--- src/rtl/pipe_stage_buf.sv ---
// ---------------------------------------------------------------------------
// pipe_stage_buf
//   Generic inter-stage pipeline register (IF/ID, ID/EX, EX/MEM, MEM/WB) with
//   a valid/ready handshake. A main register plus one skid entry give full
//   throughput under backpressure while keeping in_ready a plain flop.
//   Flush squashes both held entries; the control field of a squashed or
//   empty entry reads as 0 so a bubble never writes a register or memory.
//
// Parameters
//   DATA_W  data payload width (pc, alu result, store data, imm, ...)
//   CTRL_W  control payload width (reg_write, mem_write, rd, ...)
//   CNT_W   stall-cycle counter width
//
// Ports
//   clk        in   rising-edge clock
//   reset_n    in   synchronous active-low reset
//   flush      in   squash all held entries
//   in_valid   in   upstream payload valid
//   in_ready   out  stage can accept (registered)
//   in_ctrl    in   upstream control bits
//   in_data    in   upstream data bits
//   out_valid  out  downstream payload valid
//   out_ready  in   downstream accepts (0 = stall)
//   out_ctrl   out  control bits to next stage
//   out_data   out  data bits to next stage
//   stall_cnt  out  saturating count of cycles with out_valid=1, out_ready=0
//
// Configuration
//   PIPE_STALL_CNT_EN  when defined, builds the stall counter; otherwise
//                      stall_cnt is tied to 0.
// ---------------------------------------------------------------------------
module pipe_stage_buf #(
   parameter int DATA_W = 32,
   parameter int CTRL_W = 16,
   parameter int CNT_W  = 16
) (
   input  logic              clk,
   input  logic              reset_n,
   input  logic              flush,
   input  logic              in_valid,
   output logic              in_ready,
   input  logic [CTRL_W-1:0] in_ctrl,
   input  logic [DATA_W-1:0] in_data,
   output logic              out_valid,
   input  logic              out_ready,
   output logic [CTRL_W-1:0] out_ctrl,
   output logic [DATA_W-1:0] out_data,
   output logic [CNT_W-1:0]  stall_cnt
);

   // State encoding is {main_v, skid_v}; 2'b01 is unreachable.
   typedef enum logic [1:0] {
      ST_EMPTY = 2'b00,
      ST_FULL  = 2'b10,
      ST_SKID  = 2'b11
   } state_t;

   state_t            state_r;
   state_t            state_nxt_s;
   logic [CTRL_W-1:0] main_ctrl_r, main_ctrl_nxt_s;
   logic [DATA_W-1:0] main_data_r, main_data_nxt_s;
   logic [CTRL_W-1:0] skid_ctrl_r, skid_ctrl_nxt_s;
   logic [DATA_W-1:0] skid_data_r, skid_data_nxt_s;
   logic              in_ready_r;
   logic              main_v_s;
   logic              accept_s;
   logic              send_s;

   assign main_v_s = (state_r == ST_FULL) || (state_r == ST_SKID);
   assign accept_s = in_valid && in_ready_r;
   assign send_s   = main_v_s && out_ready;

   assign in_ready  = in_ready_r;
   assign out_valid = main_v_s;
   assign out_ctrl  = main_ctrl_r;
   assign out_data  = main_data_r;

   // Next-state and next-payload selection for the main/skid pair.
   always_comb begin
      state_nxt_s     = state_r;
      main_ctrl_nxt_s = main_ctrl_r;
      main_data_nxt_s = main_data_r;
      skid_ctrl_nxt_s = skid_ctrl_r;
      skid_data_nxt_s = skid_data_r;
      case (state_r)
         ST_EMPTY: begin
            if (accept_s) begin
               state_nxt_s     = ST_FULL;
               main_ctrl_nxt_s = in_ctrl;
               main_data_nxt_s = in_data;
            end else begin
               state_nxt_s = ST_EMPTY;
            end
         end
         ST_FULL: begin
            if (accept_s && send_s) begin
               main_ctrl_nxt_s = in_ctrl;
               main_data_nxt_s = in_data;
            end else if (accept_s) begin
               state_nxt_s     = ST_SKID;
               skid_ctrl_nxt_s = in_ctrl;
               skid_data_nxt_s = in_data;
            end else if (send_s) begin
               // Draining to empty: ctrl becomes a bubble, data keeps its value.
               state_nxt_s     = ST_EMPTY;
               main_ctrl_nxt_s = {CTRL_W{1'b0}};
            end else begin
               state_nxt_s = ST_FULL;
            end
         end
         ST_SKID: begin
            if (send_s) begin
               state_nxt_s     = ST_FULL;
               main_ctrl_nxt_s = skid_ctrl_r;
               main_data_nxt_s = skid_data_r;
               skid_ctrl_nxt_s = {CTRL_W{1'b0}};
               skid_data_nxt_s = {DATA_W{1'b0}};
            end else begin
               state_nxt_s = ST_SKID;
            end
         end
         default: begin
            state_nxt_s     = ST_EMPTY;
            main_ctrl_nxt_s = {CTRL_W{1'b0}};
            main_data_nxt_s = {DATA_W{1'b0}};
            skid_ctrl_nxt_s = {CTRL_W{1'b0}};
            skid_data_nxt_s = {DATA_W{1'b0}};
         end
      endcase
   end

   // State and payload registers; reset beats flush beats capture.
   always_ff @(posedge clk) begin
      if (!reset_n || flush) begin
         state_r     <= ST_EMPTY;
         main_ctrl_r <= {CTRL_W{1'b0}};
         main_data_r <= {DATA_W{1'b0}};
         skid_ctrl_r <= {CTRL_W{1'b0}};
         skid_data_r <= {DATA_W{1'b0}};
         in_ready_r  <= 1'b1;
      end else begin
         state_r     <= state_nxt_s;
         main_ctrl_r <= main_ctrl_nxt_s;
         main_data_r <= main_data_nxt_s;
         skid_ctrl_r <= skid_ctrl_nxt_s;
         skid_data_r <= skid_data_nxt_s;
         // in_ready is the registered complement of the next skid_v.
         in_ready_r  <= (state_nxt_s != ST_SKID);
      end
   end

`ifdef PIPE_STALL_CNT_EN
   localparam logic [CNT_W-1:0] CNT_MAX = {CNT_W{1'b1}};
   localparam logic [CNT_W-1:0] CNT_ONE = {{(CNT_W-1){1'b0}}, 1'b1};
   logic [CNT_W-1:0] stall_cnt_r;

   // Saturating stall counter; flush intentionally does not clear it.
   always_ff @(posedge clk) begin
      if (!reset_n) begin
         stall_cnt_r <= {CNT_W{1'b0}};
      end else if (main_v_s && !out_ready && (stall_cnt_r != CNT_MAX)) begin
         stall_cnt_r <= stall_cnt_r + CNT_ONE;
      end else begin
         stall_cnt_r <= stall_cnt_r;
      end
   end

   assign stall_cnt = stall_cnt_r;
`else
   assign stall_cnt = {CNT_W{1'b0}};
`endif

endmodule
--- config.mk ---
export PLATFORM = sky130hd
export DESIGN_NAME = pipe_stage_buf
export DESIGN_NICKNAME = d
export VERILOG_FILES = /design/src/rtl/pipe_stage_buf.sv
export SDC_FILE = /design/constraint.sdc
export NUM_CORES = 1
export LEC_CHECK = 0
export CAP_MARGIN = 20
export CORE_MARGIN = 5
export CORE_UTILIZATION = 44
export CTS_CLUSTER_DIAMETER = 80
export DETAILED_ROUTE_END_ITERATION = 8
export PLACE_DENSITY = 0.76
export SLEW_MARGIN = 15
export SYNTH_ARGS = -nofsm -noshare
export SYNTH_HDL_FRONTEND = slang
export SYNTH_SLANG_ARGS = --single-unit
--- constraint.sdc ---
create_clock -name clk -period 1.2 [get_ports clk]
set_input_delay 0.18 -clock clk [delete_from_list [all_inputs] [get_ports clk]]
set_output_delay 0.18 -clock clk [all_outputs]
set_load 0.005 [all_outputs]
==> impl_metrics.json <==
{
  "ioPinCount": 119,
  "synthesis.area_sq_mm": 0.00459,
  "cp_cell_sequence": "buf_8 > nor2b_4 > buf_4 > a21oi_4 > buf_12 > a311oi_2",
  "busiest_layer": "met2",
  "drc_errors": 0,
  "worstSetupPathType": "reg2reg",
  "final_common_cell": "nand2_1",
  "wire_per_inst_microns": 18.8,
  "die_area_sq_mm": 0.0126,
  "clock.fmax_ghz": 0.692,
  "use_met2_pct": 37.4,
  "met1_usage_pct": 27.8,
  "yosysWarnings": 0,
  "placed_cell_area_sq_mm": 0.00589,
  "post-route-period-util_pct": 120,
  "syn2layout_area_growth_pct": 45.4,
  "grt_util_met3_pct": 4.53,
  "rsz0062_at_grt": "true",
  "hold_slack_ns": 0.399,
  "cts_made_buffers": 9,
  "cp-start-kind": "flip-flop",
  "cts.sink_count": 99,
  "core-area_sq_mm": 0.0102,
  "routed_wl_microns": 14900,
  "powerDensity_mw_per_mm2": 1010,
  "place.gp.congestion": 0.854,
  "seqCellArea_sq_mm": 0.00204,
  "cts_root_buffer": "clkbuf_8",
  "grt_pass1_vias": 4616,
  "whs_path_depth": 3,
  "port_buffers": 102,
  "start_util_pct": 44.8,
  "fin_util_pct": 65.2,
  "slowest_delay_ns": 0.36,
  "required_ns": 1.43,
  "dieWidth_microns": 112,
  "multiInputGateArea_sq_mm": 0.00240,
  "finalSetupViolCount": 97,
  "drtPass1Iterations": 5,
  "syn_area_per_cell_sq_um": 8.57,
  "power_uw": 6700,
  "ys.flop_type": "dfxtp_1",
  "fin_nets": 705,
  "dp.cells": 757,
  "clockBufferDepth": 2,
  "synth_edf_count": 0,
  "fin_area_sq_mm": 0.00667,
  "synthArstFlopShare_pct": 0,
  "period_needed_ns": 1.45,
  "grt_overflow_total": 0,
  "clock_skew_ns": 0.00791,
  "critPathCaptureType": "flip-flop",
  "drt_iter0_markers": 316,
  "path_clk_slew_ns": 0.10,
  "grt_usage_pct": 22.0,
  "final_cell_mix": "nand2_1 (128), dfxtp_1 (59), clkdlybuf4s50_1 (49), nand3_1 (48), dlygate4sd2_1 (48)",
  "worstPathMaxFanout": 16,
  "rows": 37,
  "path_depth": 6,
  "grt_pass1_wl_microns": 22800,
  "die_h_microns": 112,
  "htreeDepth": 3,
  "via_per_inst": 5.83,
  "ys_types": 32,
  "synth_cells": 535,
  "ys_ff_latch": 99,
  "ff2ff_path_depth": 6,
  "final_cells": 793,
  "n_fill_cell": 809,
  "grt_max_degree": 34,
  "path_buf_inv": 3,
  "yosysSeqAreaShare_pct": 43.2,
  "p_leak_uw": 0.00266,
  "cts-hold-fix-buffers": 0,
  "max-cap-violations": 0,
  "path_delay_family": "buffers and inverters",
  "insertedDiodeCount": 0,
  "hold_class": "in2reg",
  "ant_nets": 0,
  "ir_drop_uv": 803,
  "antenna_found_initial": 0,
  "drive_above_1_share_pct": 23.7,
  "cp.arrival_ns": 1.68,
  "clk-insertion-delay-late_ns": 0.36,
  "layout_setup_ws_ns": -0.245,
  "violations": "setup timing",
  "crit_slowest_cell": "dfxtp_4",
  "cts_tree": "yes",
  "outcome": "complete, but fails checks",
  "vias": 4623,
  "finalHoldViolations": 0,
  "slew_viol_final": 0,
  "dp_hpwl_microns": 9080
}
==> cell families (layout without fill, tap and decap cells) <==
group | after synthesis | after routing | synth area share (%)
buf+inv | 90 | 197 | 10.6
compound gates | 114 | 114 | 19.7
other cells | 1 | 16 | 0.0818
simple gates | 195 | 195 | 18.5
flops | 99 | 99 | 43.2
mux | 36 | 36 | 7.86
==> tightest hold or removal path: cells and delay by family <==
family / cells / cell delay [ns]
AND/OR/NAND/NOR: 1 / 0.07
multiplexers: 1 / 0.06
buffers and inverters: 1 / 0.42
==> final cells by class <==
cell class / instances / share of cell area (%)
Timing Repair Buffer: 163 / 26.8
Inverter: 18 / 1.01
Sequential cell: 99 / 30.6
Tap cell: 136 / 2.55
Multi-Input combinational cell: 361 / 36.0
Clock inverter: 5 / 0.901
Clock buffer: 11 / 2.12
==> sequential cells by signal, indices dropped and copies added (netlist names) <==
register / count
in_ready: 1
out_ctrl: 16
out_data: 32
skid_ctrl_r: 16
skid_data_r: 32
state_r: 2
==> per-layer routing <==
layer	routed length (microns)	share of wire (%)
met1	5960	40
met2	7480	50
met3	1140	7.6
met4	308	2.1
met5	0	0
==> worst paths after layout <==
check | slack (ns) | start | end
setup / recovery | -0.25 | state_r[1]$_SDFF_PP0_ | out_data[30]$_SDFFE_PP0P_
hold / removal | 0.40 | in_data[20] | skid_data_r[20]$_SDFFE_PP0P_
setup reg to reg | -0.25 | state_r[1]$_SDFF_PP0_ | out_data[30]$_SDFFE_PP0P_
hold reg to reg | 0.47 | skid_data_r[25]$_SDFFE_PP0P_ | skid_data_r[25]$_SDFFE_PP0P_
==> what timing repair did <==
item / 4_1_cts / 5_1_grt
gates cloned: 4 / 4
resized for setup: 119 / 44
endpoints found under the setup margin: 148 / 101
setup buffers: 13 / 2
pin swaps: 4 / 7
==> synth_stat cells, drive strengths merged, types with 2 or more instances <==
library cell | count | share of area, %
nand2b | 3 | 0.41
nand4b | 2 | 0.71
clkbuf | 22 | 1.8
buf | 50 | 7.3
or2 | 2 | 0.27
o32ai | 12 | 2.3
a21oi | 34 | 3.8
nand3 | 49 | 5.3
nand2 | 134 | 11
a311oi | 32 | 6.1
o221ai | 16 | 3.1
dfxtp | 99 | 43
mux2i | 36 | 7.9
a32o | 16 | 3.5
inv | 18 | 1.5
nor2b | 2 | 0.27
==> report_power, final <==
group,internal [uW],switching [uW]
sequential,3360,43.8
clock,1030,1180
combinational,560,526
==> per-stage QoR <==
step                setup TNS [ns]  worst slack (ns)
floorplan                    -2.34           -0.0887
global placement            -45.74            -0.495
detailed placement          -49.88            -0.571
CTS                         -16.78            -0.249
global route                -22.08            -0.277
finish                      -17.35            -0.245
(Power assumes the default switching activity.)
